==> src/rtl/traffic_pkg.sv <==
// Shared constants for the intersection phase scheduler: lamp codes,
// approach indices and FSM state encoding.
package traffic_pkg;

    localparam logic [1:0] LT_RED = 2'b00;
    localparam logic [1:0] LT_YEL = 2'b01;
    localparam logic [1:0] LT_GRN = 2'b10;

    localparam logic [1:0] DIR_N = 2'd0;
    localparam logic [1:0] DIR_E = 2'd1;
    localparam logic [1:0] DIR_S = 2'd2;
    localparam logic [1:0] DIR_W = 2'd3;

    localparam logic [1:0] ST_IDLE   = 2'd0;
    localparam logic [1:0] ST_GREEN  = 2'd1;
    localparam logic [1:0] ST_YELLOW = 2'd2;
    localparam logic [1:0] ST_ALLRED = 2'd3;

endpackage

==> src/rtl/rr_dir_picker.sv <==
// Rotating-priority picker: returns the first requesting approach found
// when scanning ptr, ptr+1, ... modulo 4.
module rr_dir_picker (
    input  logic [3:0] req,
    input  logic [1:0] ptr,
    output logic       valid,
    output logic [1:0] idx
);

    logic [1:0] cand;

    // Scan the four positions starting at ptr; the first hit wins.
    always_comb begin
        valid = 1'b0;
        idx   = ptr;
        cand  = ptr;
        for (int k = 0; k < 4; k++) begin
            cand = ptr + 2'(k);
            if (!valid && req[cand]) begin
                valid = 1'b1;
                idx   = cand;
            end
        end
    end

endmodule

==> src/rtl/traffic_phase_scheduler.sv <==
// Round-robin phase scheduler for a four-approach intersection.
//
//   state     | meaning
//   ----------+--------------------------------------------------------
//   ST_IDLE   | all red, nothing requesting
//   ST_GREEN  | cur_dir green; timer counts green cycles (saturating)
//   ST_YELLOW | cur_dir yellow; timer counts yellow cycles
//   ST_ALLRED | clearance, all red; then pick the next approach
//
// Every output is registered from the next-state values so lamps, grant
// and preempt_active change on the same edge as the state register.
// grant is one-hot for the approach whose lamp is non-red.
module traffic_phase_scheduler
    import traffic_pkg::*;
#(
    parameter int GREEN_MIN  = 8,
    parameter int GREEN_MAX  = 20,
    parameter int YELLOW_CYC = 3,
    parameter int ALLRED_CYC = 2,
    parameter int CNT_W      = 8
) (
    input  logic       clk,
    input  logic       rst,
    input  logic       nss,
    input  logic       ews,
    input  logic       sns,
    input  logic       wes,
    input  logic       emg_req,
    input  logic [1:0] emg_dir,
    output logic [1:0] n,
    output logic [1:0] e,
    output logic [1:0] s,
    output logic [1:0] w,
    output logic [3:0] grant,
    output logic       preempt_active
);

    localparam logic [CNT_W-1:0] T_GMIN = CNT_W'(GREEN_MIN - 1);
    localparam logic [CNT_W-1:0] T_GMAX = CNT_W'(GREEN_MAX - 1);
    localparam logic [CNT_W-1:0] T_YEL  = CNT_W'(YELLOW_CYC - 1);
    localparam logic [CNT_W-1:0] T_AR   = CNT_W'(ALLRED_CYC - 1);

    logic [1:0]       state, st_nx;
    logic [1:0]       cur_dir, dir_nx;
    logic [1:0]       rr_ptr, rr_nx;
    logic [CNT_W-1:0] timer, timer_nx;
    logic             pre_nx;
    logic             do_pick;
    logic [3:0]       req;
    logic             pick_valid;
    logic [1:0]       pick_idx;
    logic             others;
    logic             own;
    logic [1:0]       lamp_nx;
    logic [3:0]       active_nx;

    assign req    = {wes, sns, ews, nss};
    assign others = |(req & ~(4'b0001 << cur_dir));
    assign own    = req[cur_dir];

    rr_dir_picker u_pick (
        .req   (req),
        .ptr   (rr_ptr),
        .valid (pick_valid),
        .idx   (pick_idx)
    );

    // Next-state, timer and round-robin pointer; emergency beats rotation.
    always_comb begin
        st_nx    = state;
        dir_nx   = cur_dir;
        rr_nx    = rr_ptr;
        timer_nx = timer;
        do_pick  = 1'b0;
        case (state)
            ST_IDLE: do_pick = 1'b1;
            ST_GREEN: begin
                if (emg_req) begin
                    if (emg_dir == cur_dir) begin
                        // Hold green; on release the exit rules resume as if
                        // the minimum green has just been reached.
                        timer_nx = T_GMIN;
                    end else begin
                        st_nx    = ST_YELLOW;
                        timer_nx = '0;
                    end
                end else if (timer >= T_GMIN && others && (!own || timer == T_GMAX)) begin
                    st_nx    = ST_YELLOW;
                    timer_nx = '0;
                end else if (timer < T_GMAX) begin
                    timer_nx = timer + 1'b1;
                end
            end
            ST_YELLOW: begin
                if (timer == T_YEL) begin
                    st_nx    = ST_ALLRED;
                    timer_nx = '0;
                end else begin
                    timer_nx = timer + 1'b1;
                end
            end
            default: begin
                if (timer == T_AR) do_pick = 1'b1;
                else               timer_nx = timer + 1'b1;
            end
        endcase

        if (do_pick) begin
            timer_nx = '0;
            if (emg_req) begin
                st_nx  = ST_GREEN;
                dir_nx = emg_dir;
            end else if (pick_valid) begin
                st_nx  = ST_GREEN;
                dir_nx = pick_idx;
                rr_nx  = pick_idx + 2'd1;
            end else begin
                st_nx  = ST_IDLE;
            end
        end

        pre_nx    = (st_nx == ST_GREEN) && emg_req && (dir_nx == emg_dir);
        lamp_nx   = (st_nx == ST_GREEN) ? LT_GRN : ((st_nx == ST_YELLOW) ? LT_YEL : LT_RED);
        active_nx = (st_nx == ST_GREEN || st_nx == ST_YELLOW) ? (4'b0001 << dir_nx) : 4'b0000;
    end

    // State and registered lamp/grant outputs; reset drops straight to all red.
    always_ff @(posedge clk) begin
        if (rst) begin
            state          <= ST_IDLE;
            cur_dir        <= DIR_N;
            rr_ptr         <= DIR_N;
            timer          <= '0;
            n              <= LT_RED;
            e              <= LT_RED;
            s              <= LT_RED;
            w              <= LT_RED;
            grant          <= 4'b0000;
            preempt_active <= 1'b0;
        end else begin
            state          <= st_nx;
            cur_dir        <= dir_nx;
            rr_ptr         <= rr_nx;
            timer          <= timer_nx;
            n              <= active_nx[DIR_N] ? lamp_nx : LT_RED;
            e              <= active_nx[DIR_E] ? lamp_nx : LT_RED;
            s              <= active_nx[DIR_S] ? lamp_nx : LT_RED;
            w              <= active_nx[DIR_W] ? lamp_nx : LT_RED;
            grant          <= active_nx;
            preempt_active <= pre_nx;
        end
    end

endmodule
==> config.mk <==
export PLATFORM = sky130hd
export DESIGN_NAME = traffic_phase_scheduler
export DESIGN_NICKNAME = d
export VERILOG_FILES = /design/src/rtl/traffic_pkg.sv /design/src/rtl/rr_dir_picker.sv /design/src/rtl/traffic_phase_scheduler.sv
export SDC_FILE = /design/constraint.sdc
export NUM_CORES = 1
export LEC_CHECK = 0
export ABC_AREA = 1
export BUFFER_PORTS_ARGS = -buffer_cell sky130_fd_sc_hd__buf_2
export CAP_MARGIN = 20
export CORE_MARGIN = 3
export CORE_UTILIZATION = 25
export CTS_BUF_LIST = sky130_fd_sc_hd__clkbuf_4 sky130_fd_sc_hd__clkbuf_8
export DETAILED_ROUTE_END_ITERATION = 8
export PLACE_DENSITY = 0.48
export RECOVER_POWER = 100
export SLEW_MARGIN = 15
export SYNTH_ARGS = -nofsm -noshare
export SYNTH_HDL_FRONTEND = slang
export SYNTH_SLANG_ARGS = --single-unit
==> constraint.sdc <==
create_clock -name clk -period 2.8 [get_ports clk]
set_input_delay 0.7 -clock clk [delete_from_list [all_inputs] [get_ports clk]]
set_output_delay 0.7 -clock clk [all_outputs]
set_load 0.005 [all_outputs]
**Yosys cells after proc, flatten, opt, wreduce, memory -nomap -nowiden**

Cells that the tools add are included.

- $add $sub $neg: 5
- Magnitude comparators: 7
- Equal/unequal tests: 11
- Shift-type cells: 2
- Mux-type cells: 40
- Bitwise operators: 8
- Reduce and logical (&&, ||, !) cells: 23

Operator list:

| operator | number |
|---|---|
| 8-bit 2-to-1 mux | 5 |
| 2-bit 2-to-1 mux | 12 |
| 8-bit one-hot mux with 3 select lines | 1 |
| 2-bit by 3-bit < comparator with 1-bit output (second input constant) | 5 |
| 1-bit 2-to-1 mux | 13 |
| 2-bit OR reduction | 6 |
| 1-bit binary-select mux with 2-bit select | 5 |
| 8-bit by 1-bit adder with 8-bit output (second input constant) | 1 |
| 8-bit by 1-bit equality test with 1-bit output (second input constant) | 1 |
| 8-bit by 2-bit equality test with 1-bit output (second input constant) | 1 |
| 8-bit by 5-bit equality test with 1-bit output (second input constant) | 1 |
| 8-bit by 3-bit >= comparator with 1-bit output (second input constant) | 1 |
| 8-bit by 5-bit < comparator with 1-bit output (second input constant) | 1 |
| 1-bit by 2-bit << shifter with 4-bit output (first input constant) | 2 |
| 1-bit logical AND | 7 |
| 1-bit inverter | 6 |
| 3-bit AND reduction | 2 |
| 2-bit by 1-bit adder with 2-bit output (second input constant) | 2 |
| 2-bit adder (second input constant) | 2 |
| 4-bit bitwise AND | 1 |
| 2-bit by 1-bit equality test with 1-bit output (second input constant) | 2 |
| 2-bit equality test | 2 |
| 2-bit equality test (second input constant) | 2 |
| 1-bit logical NOT | 4 |
| 10 further kinds | 11 |

- Register bits after elaboration: 27
- Bits of input ports: 9
- Output and inout bits: 13
- Word-level logic and storage cells: 106

**Longest topological paths before layout**

- Depth after elaboration: 20
- Depth in mapped cells: 18
- Depth with buffers taken out: 17

**Cells and area by module**

A second synthesis with hierarchy kept.

- Cells, all modules: 321
- Area total of the unflattened synthesis: 1,999.4 µm²

By module, submodules not included:

| module | times used | cells each | area each (µm²) |
|---|---|---|---|
| traffic_phase_scheduler | 1 | 258 | 1,716.6 |
| rr_dir_picker | 1 | 63 | 282.8 |

**Worst setup path after synthesis**

OpenSTA, ideal clock, no wires.

- Kind: input -> register
- Start point: input wes
- End point: register s[0]
- Setup time: 78 ps
- Data arrival time: 2,420 ps
- Data required time: 2,722 ps
- Path slack: 302 ps
- Stages on the path: 15
- Cell sequence: inv_1 > a21oi_1 > nor3_1 > nor2_1 > nand2_1 > o21ai_0 > nand3_1 > nand2_1 > nand2_1 > o21ai_0 > inv_1 > ha_1 > nor2_1 > nand2_2 > nor3_1

- Word-level cells in the longest chain between the ends: 20
- Elaborated cells between the ends (all ways): 47
- Classes of those cells: eq/ne: 2; shift: 1; mux: 29; bitwise: 2; reduce/logical: 13

Ends and longest elaborated chain:

| what | line | source |
|---|---|---|
| start, declared | traffic_phase_scheduler.sv:27 | `input logic wes,` |
| 1-bit binary-select mux with 2-bit select | rr_dir_picker.sv:19 | `if (!valid && req[cand]) begin` |
| 1-bit 2-to-1 mux (not written as such) | rr_dir_picker.sv:19 |  |
| 1-bit 2-to-1 mux | rr_dir_picker.sv:19 |  |
| 1-bit logical NOT | rr_dir_picker.sv:19 |  |
| 1-bit logical AND | rr_dir_picker.sv:19 |  |
| 1-bit 2-to-1 mux | rr_dir_picker.sv:19 |  |
| 1-bit logical NOT | rr_dir_picker.sv:19 |  |
| 1-bit logical AND | rr_dir_picker.sv:19 |  |
| [... 5 more ...] | -- |  |
| 1-bit 2-to-1 mux | traffic_phase_scheduler.sv:110 | `if (emg_req) begin` |
| 2-bit 2-to-1 mux (*) | traffic_phase_scheduler.sv:108 | `if (do_pick) begin` |
| named net st_nx[0] | traffic_phase_scheduler.sv:43 | `logic [1:0] state, st_nx;` |
| 2-bit by 1-bit equality test with 1-bit output or 2-bit equality test (tied branches) | traffic_phase_scheduler.sv:123, traffic_phase_scheduler.sv:124 |  |
| 1-bit logical OR | traffic_phase_scheduler.sv:124 | `active_nx = (st_nx == ST_GREEN \|\| st_nx == ST_YELLOW) ? (4'b0001 << dir_nx) : 4'b0000;` |
| 4-bit 2-to-1 mux | traffic_phase_scheduler.sv:124 |  |
| 1-bit inverter (no line) | -- |  |
| 2-bit OR reduction (no line) | -- |  |
| end signal, assigned | traffic_phase_scheduler.sv:147 | `s <= active_nx[DIR_S] ? lamp_nx : LT_RED;` |
| end, declared | traffic_phase_scheduler.sv:32 | `output logic [1:0] s,` |

Mark *: on every way through the listed nets, which the timed path passes. The rest lies on a longest branch. The select of a mux whose other input is x is not followed.
A chain may end at the register's enable or synchronous reset.

**Worst setup path after layout**

- Start point: register rr_ptr[0]
- End point: register s[1]

- Word-level cells in the longest chain between the ends: 20
- Elaborated cells between the ends (all ways): 38
- Classes of those cells: add/sub: 3; eq/ne: 2; shift: 1; mux: 23; bitwise: 1; reduce/logical: 8

Ends and longest elaborated chain:

| what | line | source |
|---|---|---|
| start, declared | traffic_phase_scheduler.sv:45 | `logic [1:0] rr_ptr, rr_nx;` |
| start signal, assigned | traffic_phase_scheduler.sv:143 | `rr_ptr <= rr_nx;` |
| parallel branches: the longest is 11 deep, another holds 2-bit by 1-bit adder with 2-bit output | -- |  |
| 1-bit 2-to-1 mux (*) | rr_dir_picker.sv:19 |  |
| 1-bit 2-to-1 mux (*) | traffic_phase_scheduler.sv:113 | `end else if (pick_valid) begin` |
| 1-bit 2-to-1 mux (*) | traffic_phase_scheduler.sv:110 |  |
| 2-bit 2-to-1 mux (*) | traffic_phase_scheduler.sv:108 |  |
| named net st_nx[0] | traffic_phase_scheduler.sv:43 |  |
| 2-bit by 1-bit equality test with 1-bit output or 2-bit equality test (tied branches) | traffic_phase_scheduler.sv:123, traffic_phase_scheduler.sv:124 |  |
| 1-bit logical OR | traffic_phase_scheduler.sv:124 |  |
| 4-bit 2-to-1 mux | traffic_phase_scheduler.sv:124 |  |
| 1-bit inverter (no line) | -- |  |
| 2-bit OR reduction (no line) | -- |  |

Mark *: on every way through the listed nets, which the timed path passes. The select of a mux whose other input is x is not followed.

==> reports/qor.txt <==
RUN STATUS
-------------------------------------------------------------------------------------------------
Status                                                                               complete, no violations

DIE
-------------------------------------------------------------------------------------------------
Initial cell density of the core                                                            26.7%
Die extent in y                                                                           92.6 um
Width of the chip                                                                         92.6 um
Die area                                                                                 8580 um2
IO Count                                                                                       22
Core region area                                                                         7020 um2
Standard-cell rows                                                                             30

GRT
-------------------------------------------------------------------------------------------------
Maximum number of pins on one net before global-route repair                                   17
Via count of the first global-routing pass                                                   1774
Global-route wire length before repair                                                    7.74 mm
Residual overflow from global routing                                                           0
Gr usage total                                                                              10.8%
Antenna violations before repair                                                                0

CRITICAL PATH
-------------------------------------------------------------------------------------------------
Sort of element at the start of the critical path                                        register
Most repeated library cell on the critical path                                           nand2_1
Cell with the largest stage delay on the worst path                                       dfxtp_1
Critical Path Max Stage Delay                                                             0.56 ns
Arrival time worst endpoint                                                               2.67 ns
Cell family contributing the most delay on the critical path                         simple AND/OR/NAND/NOR gates
Critical path class                                                                       reg2reg
Crit path max fanout                                                                            9
CP Data Required Time                                                                     3.02 ns
Cell chain of the critical path                                                      inv_4 -> nand2_1 -> nand2_1 -> nand2_1 -> o21ai_0 -> inv_1 -> nand3_1 -> o21ai_0 -> inv_1 -> ha_1 -> nor2_1 -> nand2_2 -> nor3_1
CP Capture Type                                                                          register
Number of buffers and inverters on the critical path                                            3

TIMING
-------------------------------------------------------------------------------------------------
Fin. max-slew vios                                                                              0
Setup-failing EPs final                                                                         0
Worst Clk Skew                                                                         0.00235 ns
Normalized max-slew margin                                                                  74.1%
Final min period                                                                          2.45 ns
Ratio of final minimum period to clock period                                               87.6%
Final critical-path setup slack                                                          0.346 ns
Setup repair after global routing missed its margin                                         false
Upper clock frequency limit                                                               408 MHz
Number of hold-slack violations in the final timing report                                      0
Worst Max-Slew Pin Slew                                                                  0.387 ns
Total Negative Setup Slacks                                                                  0 ns

CLOCK TREE
-------------------------------------------------------------------------------------------------
Library cell used as clock root buffer                                                   clkbuf_8
Cts bufs inserted                                                                               3
CTS tree                                                                                      yes
Clk slew on worst S/H paths                                                               0.10 ns
H-tree level count                                                                              1
Cts hold-fix bufs                                                                               0
Bufs on Longest Clock Path                                                                      2
Clock insertion delay at the later pin of the skew report                                 0.28 ns
Number of setup buffers added after CTS                                                         0
Total clock sinks                                                                              27

DRT
-------------------------------------------------------------------------------------------------
First drt pass iteration count                                                                  4
Total number of vias                                                                         1772
Final routed wire length divided by cell count                                            10.6 um
Via/cell ratio                                                                               4.35
Detailed router's first-iteration violation count                                              56
Count of nets left with antenna violations after detail routing                                 0
DRC violation count after routing                                                               0
Final wirelength                                                                          4.32 mm

SYNTHESIS
-------------------------------------------------------------------------------------------------
Count leader, synth                                                                       nand2_1
Post-synthesis cell type with the largest combined area                                   dfxtp_1
Number of distinct library cell variants in the gate-level netlist after synthesis             32
Fraction of post-synthesis cell area in the top cell type by area                           28.8%
Post-synth ARST share                                                                          0%
Synthesis warning total                                                                         0
Leading post-synthesis cells by instance count                                       58 x nand2_1, 41 x inv_1, 39 x nor2_1
Synthesis-stage register bit count                                                             27
Avg Inst Size Synth                                                                      6.63 um2
Most area-consuming cells after synthesis                                            dfxtp_1 29%, nand2_1 12%, inv_1 8.2%, nor2_1 7.8%, ha_1 6.7%
Nets in the synthesized netlist                                                               302
Portion of the post-synthesis area used by sequential elements                              28.8%
Cells after Synth                                                                             283
Post-synthesis instance area                                                             1880 um2
Number of flops mapped to enable cells by yosys                                                 0
Ys flop type                                                                              dfxtp_1

FINAL LAYOUT
-------------------------------------------------------------------------------------------------
Final-layout fill cell count                                                                  797
Register area                                                                             543 um2
Post-layout net count                                                                         331
Fraction of final layout cells sized beyond drive strength 1                                16.1%
Total area of multi-input combinational cells                                            1120 um2
Area grow syn2layout                                                                        14.6%
Number of antenna repair diodes                                                                 0

PLACE
-------------------------------------------------------------------------------------------------
Final RePlAce weighted congestion                                                           0.795
Worst slack at placement                                                                0.0266 ns
Number of port buffers                                                                         21
Post-detailed-placement half-perimeter wirelength                                         3.36 mm

HOLD PATH
-------------------------------------------------------------------------------------------------
Path category of the worst min-delay check                                                reg2reg

POWER AND IR DROP
-------------------------------------------------------------------------------------------------
Part of the power in the clock network                                                      10.4%
Fraction of power spent switching nets                                                      52.7%
Combinational fraction of design power                                                      63.7%
Cell area power density                                                               1080 nW/um2
Net switching power                                                                     0.00123 W
Leakage component of the power                                                            1.04 nW
Highest ir drop seen on vdd                                                            0.000257 V
Seq pwr share                                                                               25.8%
Design internal power                                                                   0.00110 W

FLOW RUN
-------------------------------------------------------------------------------------------------
Max-cap violations                                                                              0

tightest hold or removal path, stage by stage, from the launching register on:
cell     delay (ns)
dfxtp_1        0.36
inv_1          0.10
a21oi_1        0.06
repair_timing:
item / CTS / global route
resized for setup: 0 / 4
endpoints found under the hold margin: 0 / 0
setup endpoints to repair: 0 / 7
sequential cells by signal, indices dropped and copies added, names as in the netlist, 2 cells and up:
signal,cells
cur_dir,2
e,2
grant,4
n,2
rr_ptr,2
s,2
state,2
timer,8
w,2
final cells by class:
cell class              instances  share of cell area, %
repair buffers                 28                   6.81
multi-input cells             208                   52.3
flip-flops and latches         27                   25.2
clock buffers                   3                   1.92
inverters                      44                   7.80
clock inverters                 1                  0.349
well taps                      96                   5.58
final timing paths:
path | to | slack (ns) | from | cells after the start
worst max-delay path | s[1] | 0.35 | rr_ptr[0] | 13
worst min-delay path | timer[3] | 0.55 | timer[3] | 2
worst max register to register | s[1] | 0.35 | rr_ptr[0] | 13
worst min register to register | timer[3] | 0.55 | timer[3] | 2
power by group through the flow:
stage	logic [W]	registers, W	clock network, W
finish	0.00148	0.000601	0.000243
CTS	0.00155	0.000597	0.000253
floorplan	0.00120	0.000586	0
detailed placement	0.00154	0.000605	0
global route	0.00171	0.000622	0.000264
global placement	0.00154	0.000609	0
layer usage:
metal  track usage (%)  wire [um]
met4              1.83         24
met5                 0          0
met3              2.11        132
met1              14.3       2260
met2              18.4       1900
cells in the final DEF, fill, tap and decap left out, drive strengths merged:
cell type,instances
o31ai,2
o21ai,22
o21a,1
a41oi,1
nand3,28
clkinvlp,1
buf,21
inv,44
nand2,72
nor4,2
clkbuf,10
dfxtp,27
a31o,1
nand4,7
a211oi,2
nor2,41
ha,10
nor3,7
a21oi,12
cells by family after synthesis:
| kind of cell | after synthesis | share of synthesized area (%) |
|---|---|---|
| DFF | 27 | 28.8 |
| adders and majority gates | 10 | 6.67 |
| buffers and inverters | 48 | 10.4 |
| AOI/OAI and AO/OA | 41 | 13.0 |
| and+or+nand+nor | 157 | 41.1 |
per-stage QoR:
stage,total power (W),util (%),instances,cell area [um2],hold WS (ns)
3_5_place_dp,0.00215,30.3,403,2130,0.535
6_report,0.00232,30.6,407,2150,0.555
3_3_place_gp,0.00215,30.3,403,2130,0.540
4_1_cts,0.00240,31.0,407,2180,0.553
5_1_grt,0.00260,30.6,407,2150,0.592
2_1_floorplan,0.00178,-,283,1880,0.494
Note: power is estimated with default switching activity, not from simulation.
